`src/rtl/stream_wrr_arbiter.sv`:
```
// rtl/stream_wrr_arbiter.sv - packet-locking source arbiter (round-robin, weighted RR, fixed priority)
module stream_wrr_arbiter #(
   parameter int S_DATA_COUNT = 5,
   parameter int T_ID___WIDTH = $clog2(S_DATA_COUNT),
   parameter int WEIGHT_WIDTH = 4,
   parameter int ARB_MODE     = 1
) (
   input  logic                             clk,
   input  logic                             rst,
   input  logic [S_DATA_COUNT-1:0]          s_valid_i,
   input  logic [S_DATA_COUNT-1:0]          s_last_i,
   input  logic [S_DATA_COUNT*WEIGHT_WIDTH-1:0] weight_i,
   input  logic                             m_ready_i,
   output logic [S_DATA_COUNT-1:0]          grant_o,
   output logic [T_ID___WIDTH-1:0]          m_id_o,
   output logic                             m_valid_o,
   output logic                             m_last_o,
   output logic                             busy_o
);

   localparam int IW = T_ID___WIDTH + 1;

   typedef enum logic {IDLE, LOCKED} state_t;

   state_t                    state, state_n;
   logic [T_ID___WIDTH-1:0]   ptr, ptr_n;
   logic [WEIGHT_WIDTH-1:0]   credit, credit_n;
   logic [S_DATA_COUNT-1:0]   grant_n;
   logic [T_ID___WIDTH-1:0]   id_n;

   logic                      found;
   logic [T_ID___WIDTH-1:0]   win;
   logic [IW-1:0]             start;
   logic [IW-1:0]             idx;
   logic [WEIGHT_WIDTH-1:0]   win_weight;
   logic [IW-1:0]             inc;
   logic [T_ID___WIDTH-1:0]   next_id;
   logic                      last_xfer;

   assign busy_o    = (state == LOCKED);
   assign m_valid_o = busy_o & s_valid_i[m_id_o];
   assign m_last_o  = m_valid_o & s_last_i[m_id_o];
   assign last_xfer = m_valid_o & m_ready_i & m_last_o;

   // Circular search from the pointer; fixed priority always starts at source 0.
   always_comb begin
      found = 1'b0;
      win   = '0;
      idx   = '0;
      start = (ARB_MODE == 2) ? '0 : {1'b0, ptr};
      for (int i = 0; i < S_DATA_COUNT; i++) begin
         idx = start + IW'(i);
         if (idx >= IW'(S_DATA_COUNT))
            idx = idx - IW'(S_DATA_COUNT);
         if (!found && s_valid_i[idx[T_ID___WIDTH-1:0]]) begin
            found = 1'b1;
            win   = idx[T_ID___WIDTH-1:0];
         end
      end
   end

   always_comb begin
      win_weight = '0;
      for (int k = 0; k < S_DATA_COUNT; k++) begin
         if (win == T_ID___WIDTH'(k))
            win_weight = weight_i[k*WEIGHT_WIDTH +: WEIGHT_WIDTH];
      end
   end

   always_comb begin
      inc     = {1'b0, m_id_o} + IW'(1);
      next_id = (inc == IW'(S_DATA_COUNT)) ? '0 : inc[T_ID___WIDTH-1:0];
   end

   always_comb begin
      state_n  = state;
      ptr_n    = ptr;
      credit_n = credit;
      grant_n  = grant_o;
      id_n     = m_id_o;
      case (state)
         IDLE: begin
            if (found) begin
               state_n      = LOCKED;
               grant_n      = '0;
               grant_n[win] = 1'b1;
               id_n         = win;
               // A new owner, or an exhausted turn, starts a fresh credit count.
               if (ARB_MODE == 1 && (win != ptr || credit == '0))
                  credit_n = (win_weight == '0) ? WEIGHT_WIDTH'(1) : win_weight;
            end
         end
         LOCKED: begin
            if (last_xfer) begin
               state_n = IDLE;
               grant_n = '0;
               case (ARB_MODE)
                  0: ptr_n = next_id;
                  1: begin
                     if (credit <= WEIGHT_WIDTH'(1)) begin
                        ptr_n    = next_id;
                        credit_n = '0;
                     end else begin
                        ptr_n    = m_id_o;
                        credit_n = credit - WEIGHT_WIDTH'(1);
                     end
                  end
                  default: ptr_n = '0;
               endcase
            end
         end
         default: state_n = IDLE;
      endcase
   end

   always_ff @(posedge clk) begin
      if (rst) begin
         state   <= IDLE;
         ptr     <= '0;
         credit  <= '0;
         grant_o <= '0;
         m_id_o  <= '0;
      end else begin
         state   <= state_n;
         ptr     <= ptr_n;
         credit  <= credit_n;
         grant_o <= grant_n;
         m_id_o  <= id_n;
      end
   end

endmodule

```
`config.mk`:
```
export PLATFORM = sky130hd
export DESIGN_NAME = stream_wrr_arbiter
export DESIGN_NICKNAME = d
export VERILOG_FILES = /design/src/rtl/stream_wrr_arbiter.sv
export SDC_FILE = /design/constraint.sdc
export NUM_CORES = 1
export LEC_CHECK = 0
export CAP_MARGIN = 10
export CELL_PAD_IN_SITES_DETAIL_PLACEMENT = 0
export CELL_PAD_IN_SITES_GLOBAL_PLACEMENT = 1
export CORE_MARGIN = 10
export CORE_UTILIZATION = 39
export CTS_CLUSTER_SIZE = 14
export DETAILED_ROUTE_END_ITERATION = 12
export PLACE_DENSITY_LB_ADDON = 0.3
export SLEW_MARGIN = 25
export SYNTH_ARGS = -nofsm -noshare
export SYNTH_HDL_FRONTEND = slang
export SYNTH_SLANG_ARGS = --single-unit
```
`constraint.sdc`:
```
create_clock -name clk -period 5.09 [get_ports clk]
set_input_delay 1.527 -clock clk [delete_from_list [all_inputs] [get_ports clk]]
set_output_delay 1.527 -clock clk [all_outputs]
set_load 0.02 [all_outputs]
```
==> results.yml, run 1 <==
clocking:
  clock_sinks: 16
  clock_tree.root_cell: "clkbuf_8"
  post-cts-setup-buffers: 0
  ctsHoldBuffers: 0
  htreeDepth: 1
  worstSkewPairLatency_ns: 0.25
  clkTransAtPathRegs_ns: 0.07
  cts_tree: "yes"
  cts_buffer_depth: 2
  cts_buffers: 3
global_route:
  grt_antenna_before_repair: 0
  grt_pass1_vias: 2416
  overflow: 0
  grt_max_degree: 29
  grt_use_total: 0.146
  grt_pass1_wl_mm: 12.2
layout:
  area_growth_pct: 24.2
  seqCellArea_um2: 320
  final_nets: 402
  drive_above_1_share: 0.116
  antenna_cells: 0
  multi_input_area_um2: 1910
  fillers: 608
placed_design:
  port_buffers: 43
  detailed_place_hpwl_mm: 5.77
  gp_congestion: 0.885
pwr:
  p_leak_nw: 1.19
  powerDensity_nw_per_um2: 392
  ir_drop_v: 0.000271
  power_mw: 1.17
worst_setup_path:
  start_kind: "input port"
  cp_top_family: "buffers and inverters"
  path_max_fanout: 2
  crit_start: "s_valid_i[1]"
  slowest_delay_ns: 0.65
  cpMaxStageDelayCell: "clkdlybuf4s50_1"
  r2r_start: "ptr[1]"
  path_cells: "clkdlybuf4s50_1 > mux4_2 > nand2b_1 > a21oi_1 > clkdlybuf4s50_1"
  cp.arrival_ns: 3.19
  required_ns: 3.56
  endpoint_kind: "output pin"
  worst-path-buf-inv: 2
  critPathKind: "in -> out"
  path_common_cell: "clkdlybuf4s50_1"
floorplan:
  pin_count: 44
  rows: 28
  die_x_um: 98.3
  dieHeight_um: 98.3
  initial_utilization: 0.402
  dieArea_um2: 9670
  core_um2: 5960
detailed_routing:
  post-route-drc-count: 0
  detail_route.wl_per_cell_um: 16.8
  drt_iter0_drc: 167
  vias_per_cell: 5.86
  dr.pass1.iters: 4
  ant_nets: 0
  routed_wl_mm: 7.19
  vias: 2515
timing:
  period_needed_ns: 4.72
  tns_ns: 0
  rsz0062_at_grt: "no"
  slew-limit-headroom: 0.549
  fmax_mhz: 212
  worstMarginPinSlew_ns: 0.676
  setup_violations: 0
  hold_viol_final: 0
  drv_slew: 0
  skew_ns: 0.00868
  finalCritPeriodShare: 0.928
  fin_hold_ws_ns: 0.463
synth:
  yosysWarnings: 0
  syn_area_per_cell_um2: 7.69
  synth_ff_type: "dfxtp_1"
  syn-cell-area_um2: 2390
  synth_edf_count: 0
  synth_top_area_frac: 0.134
  ys_types: 82
  synth_fp_nets: 358
  ys_top_cells_by_count: "nand2_1, nor2_1, inv_1"
  async_flop_share: 0
  synth-seq-cells: 16
  synthCells: 311
  synth_area_leaders: "dfxtp_1, ha_1, nand2_1, mux2i_1, a21oi_1"
  synthMostInstantiatedCell: "nand2_1"
  yosysSeqAreaShare: 0.134
  synth_area_leader_cell: "dfxtp_1"
outcome:
  status: "finished, final reports clean"
worst_hold_path:
  min_path_type: "reg -> reg"
  min_from: "grant_o[4]"
flow_run:
  max_cap_viol_count: 0
[power by group]
| group | internal, mW | leakage, nW | total (mW) | switching [mW] |
|---|---|---|---|---|
| clock | 0.0687 | 0.0288 | 0.114 | 0.0455 |
| sequential | 0.155 | 0.131 | 0.196 | 0.0410 |
| combinational | 0.369 | 1.03 | 0.856 | 0.487 |
| total | 0.592 | 1.19 | 1.17 | 0.574 |
[timing repair]
| action | in CTS | in global routing |
|---|---|---|
| hold endpoints to repair | 0 | 0 |
| setup endpoints to repair | 0 | 1 |
| resized for setup | 0 | 1 |
[final cells by class]
cell class,instances,share of cell area
Timing Repair Buffer,54,0.173
Clock buffer,4,0.0185
Sequential cell,16,0.108
Tap cell,75,0.0316
Multi-Input combinational cell,260,0.643
Inverter,20,0.0253
[state kept, by name (all words and copies together) (netlist names)]
name,count
credit,4
grant_o,5
m_id_o,3
busy_o,1
ptr,3
[tightest hold or removal path, stage by stage, from the launching register on]
cell and delay (ns):
dfxtp_1 0.31, nand3_1 0.06, a21oi_1 0.05
[path summary, 6_finish.rpt]
kind                      to  slack [ns]  cells past startpoint
setup / recovery   m_valid_o        0.37                      5
hold / removal    grant_o[4]        0.46                      2
setup reg to reg   credit[1]        0.80                     15
hold reg to reg   grant_o[4]        0.46                      2
[cells in the final DEF, fill, tap and decap left out, types with 3 or more instances in the layout]
| cell | n |
|---|---|
| clkdlybuf4s50_1 | 42 |
| nand2_1 | 33 |
| nor2_1 | 21 |
| inv_1 | 19 |
| a21oi_1 | 17 |
| nand3_1 | 16 |
| dfxtp_1 | 16 |
| o21ai_0 | 14 |
| ha_1 | 13 |
| buf_4 | 11 |
| a211oi_1 | 10 |
| mux2i_1 | 9 |
| nand2b_1 | 8 |
| nor3_1 | 7 |
| a31oi_1 | 7 |
| a21o_1 | 5 |
| o31ai_1 | 4 |
| o21a_1 | 4 |
| and2_1 | 4 |
| clkbuf_8 | 4 |
| nor2b_1 | 3 |
| o21ai_1 | 3 |
| nor3b_1 | 3 |
| xnor2_1 | 3 |
| a211o_1 | 3 |
| nand3b_1 | 3 |
| o211ai_1 | 3 |
| nand4_1 | 3 |
| a221oi_1 | 3 |
[kinds of logic after synthesis]
family                     count (synthesis)  synth area share
and+or+nand+nor                          119             0.273
buffers and inverters                     35            0.0669
xor gates and xnor gates                   7            0.0319
AOI/OAI and AO/OA                        106             0.346
muxes                                     14            0.0717
DFF                                       16             0.134
adders and majority gates                 14            0.0764
[metal layers]
metal / global-route usage / part of all wire / vias up
li1: - / - / 1252
met1: 0.202 / 0.48 / 1161
met2: 0.230 / 0.44 / 98
met3: 0.0254 / 0.072 / 4
met4: 0.0254 / 0.0056 / 0
met5: 0 / 0 / -
[through the flow]
stage | worst slack (ns) | area, µm² | cells | utilization
finish | 0.369 | 2970 | 429 | 0.499
global route | 0.158 | 2970 | 429 | 0.499
CTS | 0.0829 | 2970 | 429 | 0.499
detailed placement | 0.0883 | 2910 | 425 | 0.489
global placement | 0.113 | 2910 | 425 | 0.489
floorplan | 0.765 | 2390 | 311 | -
(Power assumes the default switching activity.)
==> run 2: changes to the inputs <==
--- a/config.mk
+++ b/config.mk
@@ -9,7 +9,8 @@
 export CELL_PAD_IN_SITES_DETAIL_PLACEMENT = 0
 export CELL_PAD_IN_SITES_GLOBAL_PLACEMENT = 1
 export CORE_MARGIN = 10
-export CORE_UTILIZATION = 39
+export CORE_UTILIZATION = 40
+export CTS_BUF_LIST = sky130_fd_sc_hd__clkbuf_8
 export CTS_CLUSTER_SIZE = 14
 export DETAILED_ROUTE_END_ITERATION = 12
 export PLACE_DENSITY_LB_ADDON = 0.3
==> results.yml, run 2 (synthesis gave the netlist of run 1 again) <==
clocking:
  htreeDepth: 1
  clock_tree.root_cell: "clkbuf_8"
  worstSkewPairLatency_ns: 0.26
  ctsHoldBuffers: 0
  cts_tree: "yes"
  cts_resized: 0
  post-cts-setup-buffers: 0
  clock_sinks: 16
  clkTransAtPathRegs_ns: 0.07
  cts_buffers: 3
  cts_buffer_depth: 2
layout:
  antenna_cells: 0
  top_regs: "grant_o x5, credit x4"
  final_nets: 403
  finalNonFillerCells: 430
  layout_commonest_cell: "clkdlybuf4s50_1"
  area_growth_pct: 24.4
  layout_common_cells: "clkdlybuf4s50_1, nand2_1, nor2_1"
  drive_above_1_share: 0.118
  top_register: "grant_o"
  largest_register_ffs: 5
worst_setup_path:
  r2r_start: "ptr[1]"
  rrSetupSlack_ns: 0.79
  cp_top_family: "buffers and inverters"
  endpoint_kind: "output pin"
  start_kind: "input port"
  path_max_fanout: 2
  required_ns: 3.56
  path_cells: "clkdlybuf4s50_1 > mux4_2 > nand2b_1 > a21oi_1 > a21boi_1 > clkdlybuf4s50_1"
  cp.arrival_ns: 3.42
  slowest_delay_ns: 0.65
  crit_start: "s_valid_i[0]"
  cpMaxStageDelayCell: "clkdlybuf4s50_1"
  path_common_cell: "clkdlybuf4s50_1"
  critPathKind: "in -> out"
  worst-path-buf-inv: 2
outcome:
  status: "finished, final reports clean"
detailed_routing:
  ant_nets: 0
  vias_per_cell: 5.87
  detail_route.wl_per_cell_um: 16.8
  post-route-drc-count: 0
  dr.pass1.iters: 4
  vias: 2526
  routed_wl_mm: 7.23
  drt_iter0_drc: 219
placed_design:
  detailed_place_hpwl_mm: 5.69
  port_buffers: 43
  gp_congestion: 0.866
  placed_cells: 426
timing:
  hold_viol_final: 0
  tns_ns: 0
  setup_violations: 0
  worstMarginPinSlew_ns: 0.652
  slew-limit-headroom: 0.561
  finalCritPeriodShare: 0.971
  skew_ns: 0.00144
  rsz0062_at_grt: "no"
  drv_slew: 0
  period_needed_ns: 4.94
  fmax_mhz: 202
  fin_hold_ws_ns: 0.467
floorplan:
  dieArea_um2: 9470
  initial_utilization: 0.409
  pin_count: 44
  die_x_um: 97.3
  core_um2: 5850
  rows: 28
  dieHeight_um: 97.3
pwr:
  powerDensity_nw_per_um2: 394
  ir_drop_v: 0.000208
  p_leak_nw: 1.18
global_route:
  grt_use_total: 0.146
  grt_antenna_before_repair: 0
  grt_pass1_vias: 2344
  grt_max_degree: 29
  overflow: 0
  grt_pass1_wl_mm: 11.8
worst_hold_path:
  min_from: "grant_o[4]"
  min_path_type: "reg -> reg"
flow_run:
  max_cap_viol_count: 0
==> run 2: final timing paths <==
check	cells past startpoint	end
worst max-delay path	6	m_last_o
worst max register to register	15	credit[0]
worst min register to register	2	grant_o[4]
worst min-delay path	2	grant_o[4]
==> run 2: worst register-to-register path: stages, from the launching register on <==
cell,delay [ns]
dfxtp_1,0.33
buf_4,0.23
ha_1,0.21
inv_1,0.06
fa_1,0.47
or3_1,0.42
a22o_1,0.22
a31oi_1,0.39
nand4_4,0.23
nor3_1,0.41
o31a_4,0.20
buf_4,0.18
mux2_2,0.34
a2bb2oi_1,0.22
nand4_1,0.12
a41oi_1,0.18
==> run 2: stage by stage <==
| step | cell area, µm² | power, mW | setup WS [ns] | util |
|---|---|---|---|---|
| floorplan | 2390 | 0.831 | 0.765 | - |
| global placement | 2920 | 1.05 | 0.166 | 0.499 |
| detailed placement | 2920 | 1.05 | 0.0483 | 0.499 |
| CTS | 2980 | 1.17 | 0.0445 | 0.509 |
| global route | 2980 | 1.28 | 0.00155 | 0.509 |
| finish | 2980 | 1.17 | 0.147 | 0.509 |
==> run 2: final cells by class <==
type,count,area [µm²]
multi-input combinational,260,1910
inverter,20,75.1
clock buffer,4,55.1
fill,574,2870
timing repair buffer,55,520
sequential,16,320
tap,75,93.8
==> run 2: where the power goes <==
part           leakage (nW)  internal (mW)  switching (mW)  total (mW)
clock network        0.0288         0.0688          0.0489       0.118
logic                  1.02          0.370           0.493       0.863
registers             0.131          0.155          0.0370       0.192
total                  1.18          0.594           0.579        1.17
==> run 2: routing by layer <==
metal  vias to the layer above  global-route usage  share of wire
li1                       1259                   -              -
met2                        75               0.223           0.43
met4                         0              0.0369          0.021
met3                        11              0.0320          0.054
met5                         -                   0              0
met1                      1181               0.199           0.49
==> run 3: changes to the inputs <==
--- a/config.mk
+++ b/config.mk
@@ -5,10 +5,8 @@
 export SDC_FILE = /design/constraint.sdc
 export NUM_CORES = 1
 export LEC_CHECK = 0
-export CAP_MARGIN = 10
 export CELL_PAD_IN_SITES_DETAIL_PLACEMENT = 0
 export CELL_PAD_IN_SITES_GLOBAL_PLACEMENT = 1
-export CORE_MARGIN = 10
 export CORE_UTILIZATION = 40
 export CTS_BUF_LIST = sky130_fd_sc_hd__clkbuf_8
 export CTS_CLUSTER_SIZE = 14
==> results.yml, run 3 (synthesis gave the netlist of run 1 again) <==
timing:
  skew_ns: 0.00167
  worstMarginPinSlew_ns: 0.641
  tns_ns: 0
  fin_hold_ws_ns: 0.487
  finalCritPeriodShare: 0.980
  fin_ws_ns: 0.104
  rsz0062_at_grt: "no"
  drv_slew: 0
  setup_violations: 0
  fmax_mhz: 201
  hold_viol_final: 0
  slew-limit-headroom: 0.573
  period_needed_ns: 4.99
global_route:
  overflow: 0
  grt_pass1_wl_mm: 11.3
  grt_pass1_vias: 2358
  grt_use_total: 0.227
  grt_max_degree: 29
  grt_antenna_before_repair: 0
layout:
  top_regs: "grant_o x5, credit x4"
  stdcell_area_um2: 2970
  fin_util: 0.526
  layout_commonest_cell: "clkdlybuf4s50_1"
  largest_register_ffs: 5
  top_register: "grant_o"
  layout_common_cells: "clkdlybuf4s50_1, nand2_1, nor2_1"
  fillers: 552
  antenna_cells: 0
  finalNonFillerCells: 426
  drive_above_1_share: 0.116
  area_growth_pct: 24.0
  final_nets: 402
clocking:
  cts_buffers: 3
  worstSkewPairLatency_ns: 0.24
  clock_sinks: 16
  ctsHoldBuffers: 0
  clkTransAtPathRegs_ns: 0.06
  cts_resized: 0
  clock_tree.root_cell: "clkbuf_8"
  cts_buffer_depth: 2
  htreeDepth: 1
  cts_tree: "yes"
  post-cts-setup-buffers: 0
placed_design:
  placed_area_um2: 2910
  gp_congestion: 0.836
  port_buffers: 43
  place_ws_ns: 0.139
  placed_cells: 422
  detailed_place_hpwl_mm: 5.44
detailed_routing:
  ant_nets: 0
  post-route-drc-count: 0
  vias: 2546
  vias_per_cell: 5.98
  routed_wl_mm: 6.94
  detail_route.wl_per_cell_um: 16.3
  dr.pass1.iters: 5
  drt_iter0_drc: 189
worst_setup_path:
  path_max_fanout: 2
  required_ns: 3.56
  critPathKind: "in -> out"
  endpoint_kind: "output pin"
  start_kind: "input port"
  path_cells: "clkdlybuf4s50_1 > mux4_2 > nand2b_1 > a21oi_1 > a21boi_0 > clkdlybuf4s50_1"
  cpMaxStageDelayCell: "clkdlybuf4s50_1"
  path_common_cell: "clkdlybuf4s50_1"
  cp.arrival_ns: 3.46
  slowest_delay_ns: 0.65
  worst-path-buf-inv: 2
  cp_top_family: "buffers and inverters"
outcome:
  status: "finished, final reports clean"
flow_run:
  max_cap_viol_count: 0
floorplan:
  initial_utilization: 0.424
  dieHeight_um: 79.3
  die_x_um: 79.3
  rows: 27
  dieArea_um2: 6290
  core_um2: 5640
  pin_count: 44
pwr:
  ir_drop_v: 0.000276
  p_leak_nw: 1.17
  powerDensity_nw_per_um2: 393
  power_mw: 1.16
worst_hold_path:
  min_path_type: "reg -> reg"
[run 3: cell count changes in the layout (fill, tap and decap cells not counted)]
cell and delta:
a21boi_0 +1, a21boi_1 -1, buf_4 -1
[run 3: power breakdown]
part	internal, mW	leakage, nW	switching [mW]	total, mW
Combinational	0.368	1.01	0.486	0.854
Clock	0.0685	0.0288	0.0422	0.111
Sequential	0.155	0.131	0.0441	0.199
Total	0.592	1.17	0.572	1.16
[run 3: area by class of cell]
type                    count  area, µm²  area share
multi-input cells         260       1910       0.645
clock buffers               4       55.1      0.0186
flip-flops and latches     16        320       0.108
inverters                  20       75.1      0.0253
well taps                  72       90.1      0.0304
repair buffers             54        513       0.173
[run 3: final timing paths]
path	startpoint	endpoint	slack, ns	cells past startpoint
max	s_valid_i[1]	m_last_o	0.10	6
min	grant_o[2]	grant_o[2]	0.49	2
max reg2reg	ptr[0]	credit[1]	0.75	15
min reg2reg	grant_o[2]	grant_o[2]	0.49	2
[run 3: per-layer routing]
metal / wire length [µm] / global-route usage
met1: 3330 / 0.313
met4: 145 / 0.0836
met5: 0 / 0
met2: 3200 / 0.366
met3: 268 / 0.0172
[run 3: worst min-delay path: stages (launching register included)]
cell and delay [ns]:
dfxtp_1 0.32, nand3_1 0.07, a21oi_1 0.06
